**src/rtl/i2s_fifo_pkg.sv**
```systemverilog
// Shared defaults and types for the i2s sample FIFO slice.
package i2s_fifo_pkg;

    localparam int DEF_WIDTH      = 16;
    localparam int DEF_DEPTH_LOG2 = 4;
    localparam int DEF_LOW_WATER  = 4;

    typedef logic [DEF_WIDTH-1:0]    sample_t;
    typedef logic [DEF_DEPTH_LOG2:0] ptr_t;
    typedef logic [DEF_DEPTH_LOG2:0] level_t;

endpackage

```
**src/rtl/i2s_sample_fifo_if.sv**
```systemverilog
// Bus between the CPU/transmitter side (master) and the sample FIFO (slave).
interface i2s_sample_fifo_if
    import i2s_fifo_pkg::*;
#(
    parameter int WIDTH      = DEF_WIDTH,
    parameter int DEPTH_LOG2 = DEF_DEPTH_LOG2
) ();

    logic [WIDTH-1:0]    wr_data;
    logic                wr_en;
    logic                clr_flags;
    logic                lrclk;
    logic [WIDTH-1:0]    value;
    logic [DEPTH_LOG2:0] level;
    logic                full;
    logic                empty;
    logic                underrun;
    logic                overflow;
    logic                irq;

    modport master (
        output wr_data, wr_en, clr_flags, lrclk,
        input  value, level, full, empty, underrun, overflow, irq
    );

    modport slave (
        input  wr_data, wr_en, clr_flags, lrclk,
        output value, level, full, empty, underrun, overflow, irq
    );

endinterface

```
**src/rtl/i2s_fifo_mem.sv**
```systemverilog
// Sample storage: synchronous write, asynchronous read.
module i2s_fifo_mem
    import i2s_fifo_pkg::*;
#(
    parameter int WIDTH  = DEF_WIDTH,
    parameter int ADDR_W = DEF_DEPTH_LOG2
) (
    input  logic              clk,
    input  logic              we,
    input  logic [ADDR_W-1:0] waddr,
    input  logic [WIDTH-1:0]  wdata,
    input  logic [ADDR_W-1:0] raddr,
    output logic [WIDTH-1:0]  rdata
);

    logic [WIDTH-1:0] mem [2**ADDR_W];

    // NOTE: the array has no reset; the pointers decide which words are valid,
    // so resetting storage would only cost flops and block RAM inference.
    // NOTE: sequential state is always written with <= so every reader sees
    // the pre-edge value regardless of block evaluation order.
    always_ff @(posedge clk) begin
        if (we) begin
            mem[waddr] <= wdata;
        end
    end

    assign rdata = mem[raddr];

endmodule

```
**src/rtl/i2s_sample_fifo.sv**
```systemverilog
// Sample FIFO feeding the i2s transmitter; pops one sample per lrclk edge.
// Optional low-water irq enabled by defining I2S_FIFO_LOWWATER_EN.
module i2s_sample_fifo
    import i2s_fifo_pkg::*;
#(
    parameter int WIDTH      = DEF_WIDTH,
    parameter int DEPTH_LOG2 = DEF_DEPTH_LOG2,
    parameter int LOW_WATER  = DEF_LOW_WATER
) (
    input  logic             clk,
    input  logic             reset,
    i2s_sample_fifo_if.slave bus
);

`ifdef I2S_FIFO_LOWWATER_EN
    localparam bit LOWWATER_EN = 1'b1;
`else
    localparam bit LOWWATER_EN = 1'b0;
`endif

    localparam logic [DEPTH_LOG2:0] FULL_LEVEL = {1'b1, {DEPTH_LOG2{1'b0}}};
    localparam logic [DEPTH_LOG2:0] LOW_LEVEL  = LOW_WATER[DEPTH_LOG2:0];

    logic [DEPTH_LOG2:0] wr_ptr;
    logic [DEPTH_LOG2:0] rd_ptr;
    logic [DEPTH_LOG2:0] level;
    logic [WIDTH-1:0]    rd_data;
    logic [WIDTH-1:0]    value_q;
    logic                lrclk_q;
    logic                slot_q;
    logic                underrun_q;
    logic                overflow_q;
    logic                irq_q;
    logic                full;
    logic                empty;
    logic                pop;
    logic                push;
    logic                underrun_evt;
    logic                overflow_evt;

    assign level = wr_ptr - rd_ptr;
    assign full  = (level == FULL_LEVEL);
    assign empty = (level == '0);

    // A pop in the same cycle frees a slot, so a push at full is still accepted.
    assign pop          = slot_q && !empty;
    assign push         = bus.wr_en && (!full || pop);
    assign underrun_evt = slot_q && empty;
    assign overflow_evt = bus.wr_en && full && !pop;

    i2s_fifo_mem #(
        .WIDTH (WIDTH),
        .ADDR_W(DEPTH_LOG2)
    ) u_mem (
        .clk  (clk),
        .we   (push),
        .waddr(wr_ptr[DEPTH_LOG2-1:0]),
        .wdata(bus.wr_data),
        .raddr(rd_ptr[DEPTH_LOG2-1:0]),
        .rdata(rd_data)
    );

    // The slot pulse is registered, so value lands two clocks after the toggle.
    always_ff @(posedge clk or posedge reset) begin
        if (reset) begin
            wr_ptr     <= '0;
            rd_ptr     <= '0;
            lrclk_q    <= 1'b0;
            slot_q     <= 1'b0;
            value_q    <= '0;
            underrun_q <= 1'b0;
            overflow_q <= 1'b0;
            irq_q      <= 1'b0;
        end else begin
            lrclk_q <= bus.lrclk;
            slot_q  <= bus.lrclk ^ lrclk_q;

            if (push) begin
                wr_ptr <= wr_ptr + 1'b1;
            end

            if (pop) begin
                rd_ptr  <= rd_ptr + 1'b1;
                value_q <= rd_data;
            end else if (underrun_evt) begin
                value_q <= '0;
            end

            if (underrun_evt) begin
                underrun_q <= 1'b1;
            end else if (bus.clr_flags) begin
                underrun_q <= 1'b0;
            end

            if (overflow_evt) begin
                overflow_q <= 1'b1;
            end else if (bus.clr_flags) begin
                overflow_q <= 1'b0;
            end

            irq_q <= LOWWATER_EN && (level <= LOW_LEVEL);
        end
    end

    assign bus.value    = value_q;
    assign bus.level    = level;
    assign bus.full     = full;
    assign bus.empty    = empty;
    assign bus.underrun = underrun_q;
    assign bus.overflow = overflow_q;
    assign bus.irq      = irq_q;

endmodule

```
**src/flat_wrapper.sv**
```systemverilog
// flat-port wrapper written by rule: the top's interface ports become plain ports
module i2s_sample_fifo_flat import i2s_fifo_pkg::*;
#(
    parameter int WIDTH      = DEF_WIDTH,
    parameter int DEPTH_LOG2 = DEF_DEPTH_LOG2,
    parameter int LOW_WATER  = DEF_LOW_WATER
)
  (clk, reset, bus_wr_data, bus_wr_en, bus_clr_flags, bus_lrclk, bus_value, bus_level, bus_full, bus_empty, bus_underrun, bus_overflow, bus_irq);
  i2s_sample_fifo_if #(.WIDTH(WIDTH), .DEPTH_LOG2(DEPTH_LOG2)) bus_i ();
  input  logic clk;
  input  logic reset;
  input wire logic [$bits(bus_i.wr_data)-1:0] bus_wr_data;
  input wire logic [$bits(bus_i.wr_en)-1:0] bus_wr_en;
  input wire logic [$bits(bus_i.clr_flags)-1:0] bus_clr_flags;
  input wire logic [$bits(bus_i.lrclk)-1:0] bus_lrclk;
  output wire logic [$bits(bus_i.value)-1:0] bus_value;
  output wire logic [$bits(bus_i.level)-1:0] bus_level;
  output wire logic [$bits(bus_i.full)-1:0] bus_full;
  output wire logic [$bits(bus_i.empty)-1:0] bus_empty;
  output wire logic [$bits(bus_i.underrun)-1:0] bus_underrun;
  output wire logic [$bits(bus_i.overflow)-1:0] bus_overflow;
  output wire logic [$bits(bus_i.irq)-1:0] bus_irq;
  assign bus_i.wr_data = bus_wr_data;
  assign bus_i.wr_en = bus_wr_en;
  assign bus_i.clr_flags = bus_clr_flags;
  assign bus_i.lrclk = bus_lrclk;
  assign bus_value = bus_i.value;
  assign bus_level = bus_i.level;
  assign bus_full = bus_i.full;
  assign bus_empty = bus_i.empty;
  assign bus_underrun = bus_i.underrun;
  assign bus_overflow = bus_i.overflow;
  assign bus_irq = bus_i.irq;
  i2s_sample_fifo #(.WIDTH(WIDTH), .DEPTH_LOG2(DEPTH_LOG2), .LOW_WATER(LOW_WATER)) u_core (.clk(clk), .reset(reset), .bus(bus_i));
endmodule
```
**config.mk**
```make
export PLATFORM = sky130hd
export DESIGN_NAME = i2s_sample_fifo_flat
export DESIGN_NICKNAME = d
export VERILOG_FILES = /design/src/rtl/i2s_fifo_pkg.sv /design/src/rtl/i2s_sample_fifo_if.sv /design/src/rtl/i2s_fifo_mem.sv /design/src/rtl/i2s_sample_fifo.sv /design/src/flat_wrapper.sv
export SDC_FILE = /design/constraint.sdc
export NUM_CORES = 1
export LEC_CHECK = 0
export BUFFER_PORTS_ARGS = -buffer_cell sky130_fd_sc_hd__buf_4
export CAP_MARGIN = 20
export CELL_PAD_IN_SITES_DETAIL_PLACEMENT = 2
export CELL_PAD_IN_SITES_GLOBAL_PLACEMENT = 2
export CORE_MARGIN = 3
export CORE_UTILIZATION = 49
export DETAILED_ROUTE_END_ITERATION = 8
export GPL_TIMING_DRIVEN = 0
export PLACE_DENSITY_LB_ADDON = 0.1
export SETUP_SLACK_MARGIN = 0.5
export SKIP_LAST_GASP = 1
export SLEW_MARGIN = 15
export SYNTH_ARGS = -nofsm -noshare
export SYNTH_HDL_FRONTEND = slang
export SYNTH_SLANG_ARGS = --single-unit
```
**constraint.sdc**
```tcl
create_clock -name clk -period 9.78 [get_ports clk]
set_clock_uncertainty 0.2 [all_clocks]
set_input_delay 1.467 -clock clk [delete_from_list [all_inputs] [get_ports clk]]
set_output_delay 1.467 -clock clk [all_outputs]
set_load 0.02 [all_outputs]
```
* Word-level counts from Yosys, hierarchy flattened
Memories as Yosys holds them, arrays and structs flattened.
Cells that the tools add are included.
W data, S select, Z words.
** Storage, ports and cells
- Bits in registers :: 30
- Memory bits (writable) :: 256
- Bits of input ports :: 21
- Output and inout bits :: 26
- Word-level logic and storage cells :: 33
- Memories :: 1
** Memories
- u_core.u_mem.mem :: words 16, bits a word 16, rd ports 1, clocked after Yosys merged registers in 0, write ports 1, line i2s_fifo_mem.sv:16 : logic [WIDTH-1:0] mem [2**ADDR_W];
** Operators by class
- Add/sub/neg operators :: 3
- Equal/unequal tests :: 1
- Mux-type cells :: 7
- Bitwise gates (word level) :: 1
- Reduce and logical (&&, ||, !) cells :: 13
** Operators by type and width (number)
- $mux W16 :: 2
- $add A5 B1 Y5 const B :: 2
- $reduce_bool A2 Y1 :: 3
- $eq A5 B5 Y1 const B :: 1
- $logic_and A1 B1 Y1 :: 5
- $logic_not A5 Y1 :: 1
- $mux W1 :: 5
- $sub A5 B5 Y5 :: 1
- $logic_not A1 Y1 :: 3
- $logic_or A1 B1 Y1 :: 1
- $xor A1 B1 Y1 :: 1

* Logic depth before layout (Yosys ltp)
- Depth after elaboration :: 8
- Gate-level depth with buffers :: 10

* Modules after synthesis
Synthesis repeated with hierarchy kept, for this count alone.
** Second synthesis, totals
- Cell total of the unflattened synthesis :: 564
- Area, all modules :: 11207.0 um^2
** Modules (own cells, without submodules)
- i2s_fifo_mem :: instances 1, cells each 416, area each 9723.1 um^2, seq. area each 7687.4 um^2
- i2s_sample_fifo :: instances 1, cells each 148, area each 1483.9 um^2, seq. area each 750.7 um^2

* Least setup slack after synthesis
No wires, ideal clock.
- Kind :: register to output
- Start :: reg u_core.wr_ptr[0]
- End :: out bus_full
- Arrival time :: 2.349 ns
- Required time :: 8.113 ns
- Slack :: 5.764 ns
- Stages on the path, launching flop included :: 8
- Buffers on the path :: 0
- Cells stage by stage :: dfrtp_1 inv_1 ha_1 inv_1 fa_1 nor3b_1 nand4b_2 a211oi_1
** On the way
- Word-level cells in the longest chain between the ends :: 2
** RTL lines
- from (decl) :: line i2s_sample_fifo.sv:24 : logic [DEPTH_LOG2:0] wr_ptr;
- from (signal assigned) :: line i2s_sample_fifo.sv:79 : wr_ptr <= wr_ptr + 1'b1;
- $sub A5 B5 Y5 :: line i2s_sample_fifo.sv:41 : assign level = wr_ptr - rd_ptr;
- via bus_level[1] :: line flat_wrapper.sv:17 : output wire logic [$bits(bus_i.level)-1:0] bus_level;
- $eq A5 B5 Y1 :: line i2s_sample_fifo.sv:42 : assign full = (level == FULL_LEVEL);
- to (decl) :: line flat_wrapper.sv:18 : output wire logic [$bits(bus_i.full)-1:0] bus_full;
The timed path passes the listed nets, and every way through them passes these cells.

* Worst setup path in the final report
- Start :: reg u_core.wr_ptr[0]
- End :: out bus_empty
** On the way
- Word-level cells in the longest chain between the ends :: 2
** RTL lines
- $sub A5 B5 Y5 :: line i2s_sample_fifo.sv:41
- $logic_not A5 Y1 :: line i2s_sample_fifo.sv:43 : assign empty = (level == '0);
- to (decl) :: line flat_wrapper.sv:19 : output wire logic [$bits(bus_i.empty)-1:0] bus_empty;
No other way between the ends.

==> flow_summary_export.csv <==
group,metric,value,unit
cts,cts_tree,"done",
global_route,grt_first_pass_wirelength,46.2,mm
final_layout,drive_gt1_frac,0.324,
route,vias_per_cell,6.23,
sta,hold_viol_final,0,
final_layout,synthToLayoutAreaGrowth,18.0,%
floorplan,rows,54,
pwr,pwr-share-comb,0.340,
floorplan,die_area,0.0244,mm2
synth,synth-seq-cells,286,
placement,port-buffer-count,45,
cts,clock_latency,0.57,ns
floorplan,io_pins,47,
synth,yosys_warnings,0,
placement,dp_hpwl,20.5,mm
worst_setup_path,cp_max_fo,5,
pwr,p_leak,0.00443,uW
pwr,power_frac_clock,0.275,
final_layout,nets,657,
cts,post_cts_buffers,0,
worst_setup_path,start_kind,"register",
global_route,grt_max_degree,21,
cts,cts_resized,0,
synth,synthMostInstantiatedCell,"edfxtp_1",
synth,post_synth_most_frequent_cells,"edfxtp_1, mux4_2, o22ai_1",
synth,ys_top_cells_by_area,"edfxtp_1, mux4_2, dfrtp_1",
worst_setup_path,r2r_slack,5.95,ns
worst_setup_path,cp_cell_sequence,"inv_1, ha_1, inv_1, fa_1, nor3b_1, nand4b_2, a2bb2o_4, inv_1, buf_4",
route,first_pass_iters,5,
cts,cts-root-buf,"clkbuf_16",
floorplan,fp.coreArea,0.0220,mm2
sta,slew_headroom,0.429,
synth,yosys.area.top_type,"edfxtp_1",
sta,rsz0062_at_grt,"no",
placement,gp_congestion,0.780,
route,vias,5792,
final_layout,diodes,0,
sta,period_share,0.484,
route,drtIter0Drc,477,
pwr,p_seq_frac,0.385,
sta,setup_violations,0,
global_route,grt_pass1_vias,6527,
pwr,p_per_area,322,mW/mm2
sta,fin_crit,4.74,ns
floorplan,die_h,156,um
worst_setup_path,critical_path_required,8.11,ns
worst_setup_path,cp-end-kind,"output pin",
pwr,switching_share,0.340,
synth,ys_types,35,
cts,numCtsBuffers,29,
synth,synth.avg_cell_area,20.8,um2
placement,place_worst_setup_slack,5.72,ns
cts,cts-hold-fix-buffers,0,
synth,synthArstFlopShare,0.105,
synth,yosysTopAreaCellShare,0.696,
synth,mappedNetlistArea,0.0110,mm2
global_route,grt_antenna_before_repair,0,
worst_setup_path,criticalPathCategory,"register to output pin",
placement,placed_area,0.0120,mm2
route,antenna_left,0,
synth,syn_inst,532,
pwr,vdd_drop_max,0.000166,V
worst_setup_path,cp.arrival,3.07,ns
floorplan,initial_core_util,0.503,
sta,slew_viol_final,0,
route,drt-total-wl,31.1,mm
synth,ys.flop_type,"edfxtp_1",
cts,clock_path_buffers,3,
cts,clock-sinks,286,
pwr,p_switching,1430,uW
cts,htreeDepth,1,
worst_setup_path,worst_path_max_delay_cell,"fa_1",
sta,fmax,211,MHz
synth,synth_nets,563,
outcome,status,"finished, final reports clean",
route,drc,0,
global_route,grtUsageTotal,0.266,
global_route,gr-total-overflow,0,
final_layout,fin_area,0.0130,mm2
route,wl_per_cell,33.5,um
hold_path,hold_path_class,"register to register",
sta,setup_ws,5.04,ns
pwr,p_int,2770,uW
worst_setup_path,cpMostUsedCell,"inv_1",
sta,worst_pin_slew,0.856,ns
synth,ys_seq_area_frac,0.764,
cts,clkTransAtPathRegs,0.06,ns
job,drv_cap,0,
sta,finalSetupTns,0,ns
floorplan,fp.dieW,156,um
worst_setup_path,max_stage_delay,0.49,ns
synth,synth-edff-count,256,
==> routing by layer <==
metal | vias to the layer above | global-route usage | part of all wire
met5 | - | 0 | 0
met4 | 0 | 0.0938 | 0.042
met3 | 73 | 0.0402 | 0.047
met2 | 213 | 0.451 | 0.51
met1 | 3133 | 0.355 | 0.40
li1 | 2373 | - | -
==> cell usage in the layout (no fill, tap or decap), types with 8 or more instances in the layout <==
cell	n
ha_1	9
o22ai_1	33
buf_8	14
clkbuf_16	29
mux4_2	64
nand2_1	12
clkinv_2	8
dfrtp_1	30
buf_4	52
inv_1	28
o32ai_1	16
edfxtp_1	256
clkbuf_1	13
nor2_2	15
==> registers in the layout, indices dropped and copies added (netlist names) <==
| register | count |
|---|---|
| u_core.rd_ptr | 5 |
| u_core.bus.overflow | 1 |
| u_core.lrclk_q | 1 |
| u_core.bus.value | 16 |
| u_core.u_mem.mem | 256 |
| u_core.wr_ptr | 5 |
| u_core.slot_q | 1 |
| u_core.bus.underrun | 1 |
==> power by group through the flow <==
stage | Clock [uW] | Combinational (uW) | Sequential [uW]
floorplan | 0 | 848 | 1630
global placement | 0 | 1280 | 1620
detailed placement | 0 | 1420 | 1630
CTS | 1170 | 1450 | 1620
global route | 1220 | 1530 | 1630
finish | 1150 | 1430 | 1620
==> layout make-up <==
cell class,instances,area (um2)
Clock buffer,34,774
Sequential cell,286,8440
Tap cell,280,350
Inverter,28,105
Clock inverter,20,219
Fill cell,1760,8920
Multi-Input combinational cell,195,2430
Buffer,23,121
Timing Repair Buffer,63,606
==> final timing paths <==
check	startpoint	end	cells past startpoint
min reg2reg	u_core.lrclk_q$_DFF_PP0_	u_core.slot_q$_DFF_PP0_	1
max reg2reg	u_core.wr_ptr[0]$_DFFE_PP0P_	u_core.u_mem.mem[0][15]$_DFFE_PP_	10
min in group asynchronous	reset	u_core.bus.value[4]$_DFFE_PP0P_	2
min	u_core.lrclk_q$_DFF_PP0_	u_core.slot_q$_DFF_PP0_	1
max	u_core.wr_ptr[0]$_DFFE_PP0P_	bus_empty	9
max in group asynchronous	reset	u_core.rd_ptr[0]$_DFFE_PP0P_	3
==> cells by family after synthesis <==
group | after synthesis | share of synthesized area
flops | 286 | 0.764
fa+ha+maj | 10 | 0.0120
other cells | 1 | 0.000339
buf+inv | 51 | 0.0205
simple gates | 48 | 0.0211
mux | 66 | 0.133
xor+xnor | 12 | 0.00951
compound gates | 58 | 0.0401
==> critical path: cells and delay by family (launching register included) <==
kind	cells	cell delay, ns
compound gates	1	0.29
flops	1	0.45
fa+ha+maj	2	0.71
buf+inv	4	0.52
simple gates	2	0.55
==> metrics by stage <==
step                      hold WS (ns)  utilization  cells  total power (uW)
after floorplan                  0.220            -    532              2480
after global placement           0.236        0.535    857              2900
after detailed placement         0.240        0.549    875              3050
after CTS                        0.252        0.594    929              4240
after global routing             0.265        0.594    929              4380
final                            0.248        0.594    929              4200
Note: power is estimated with default switching activity, not from simulation.
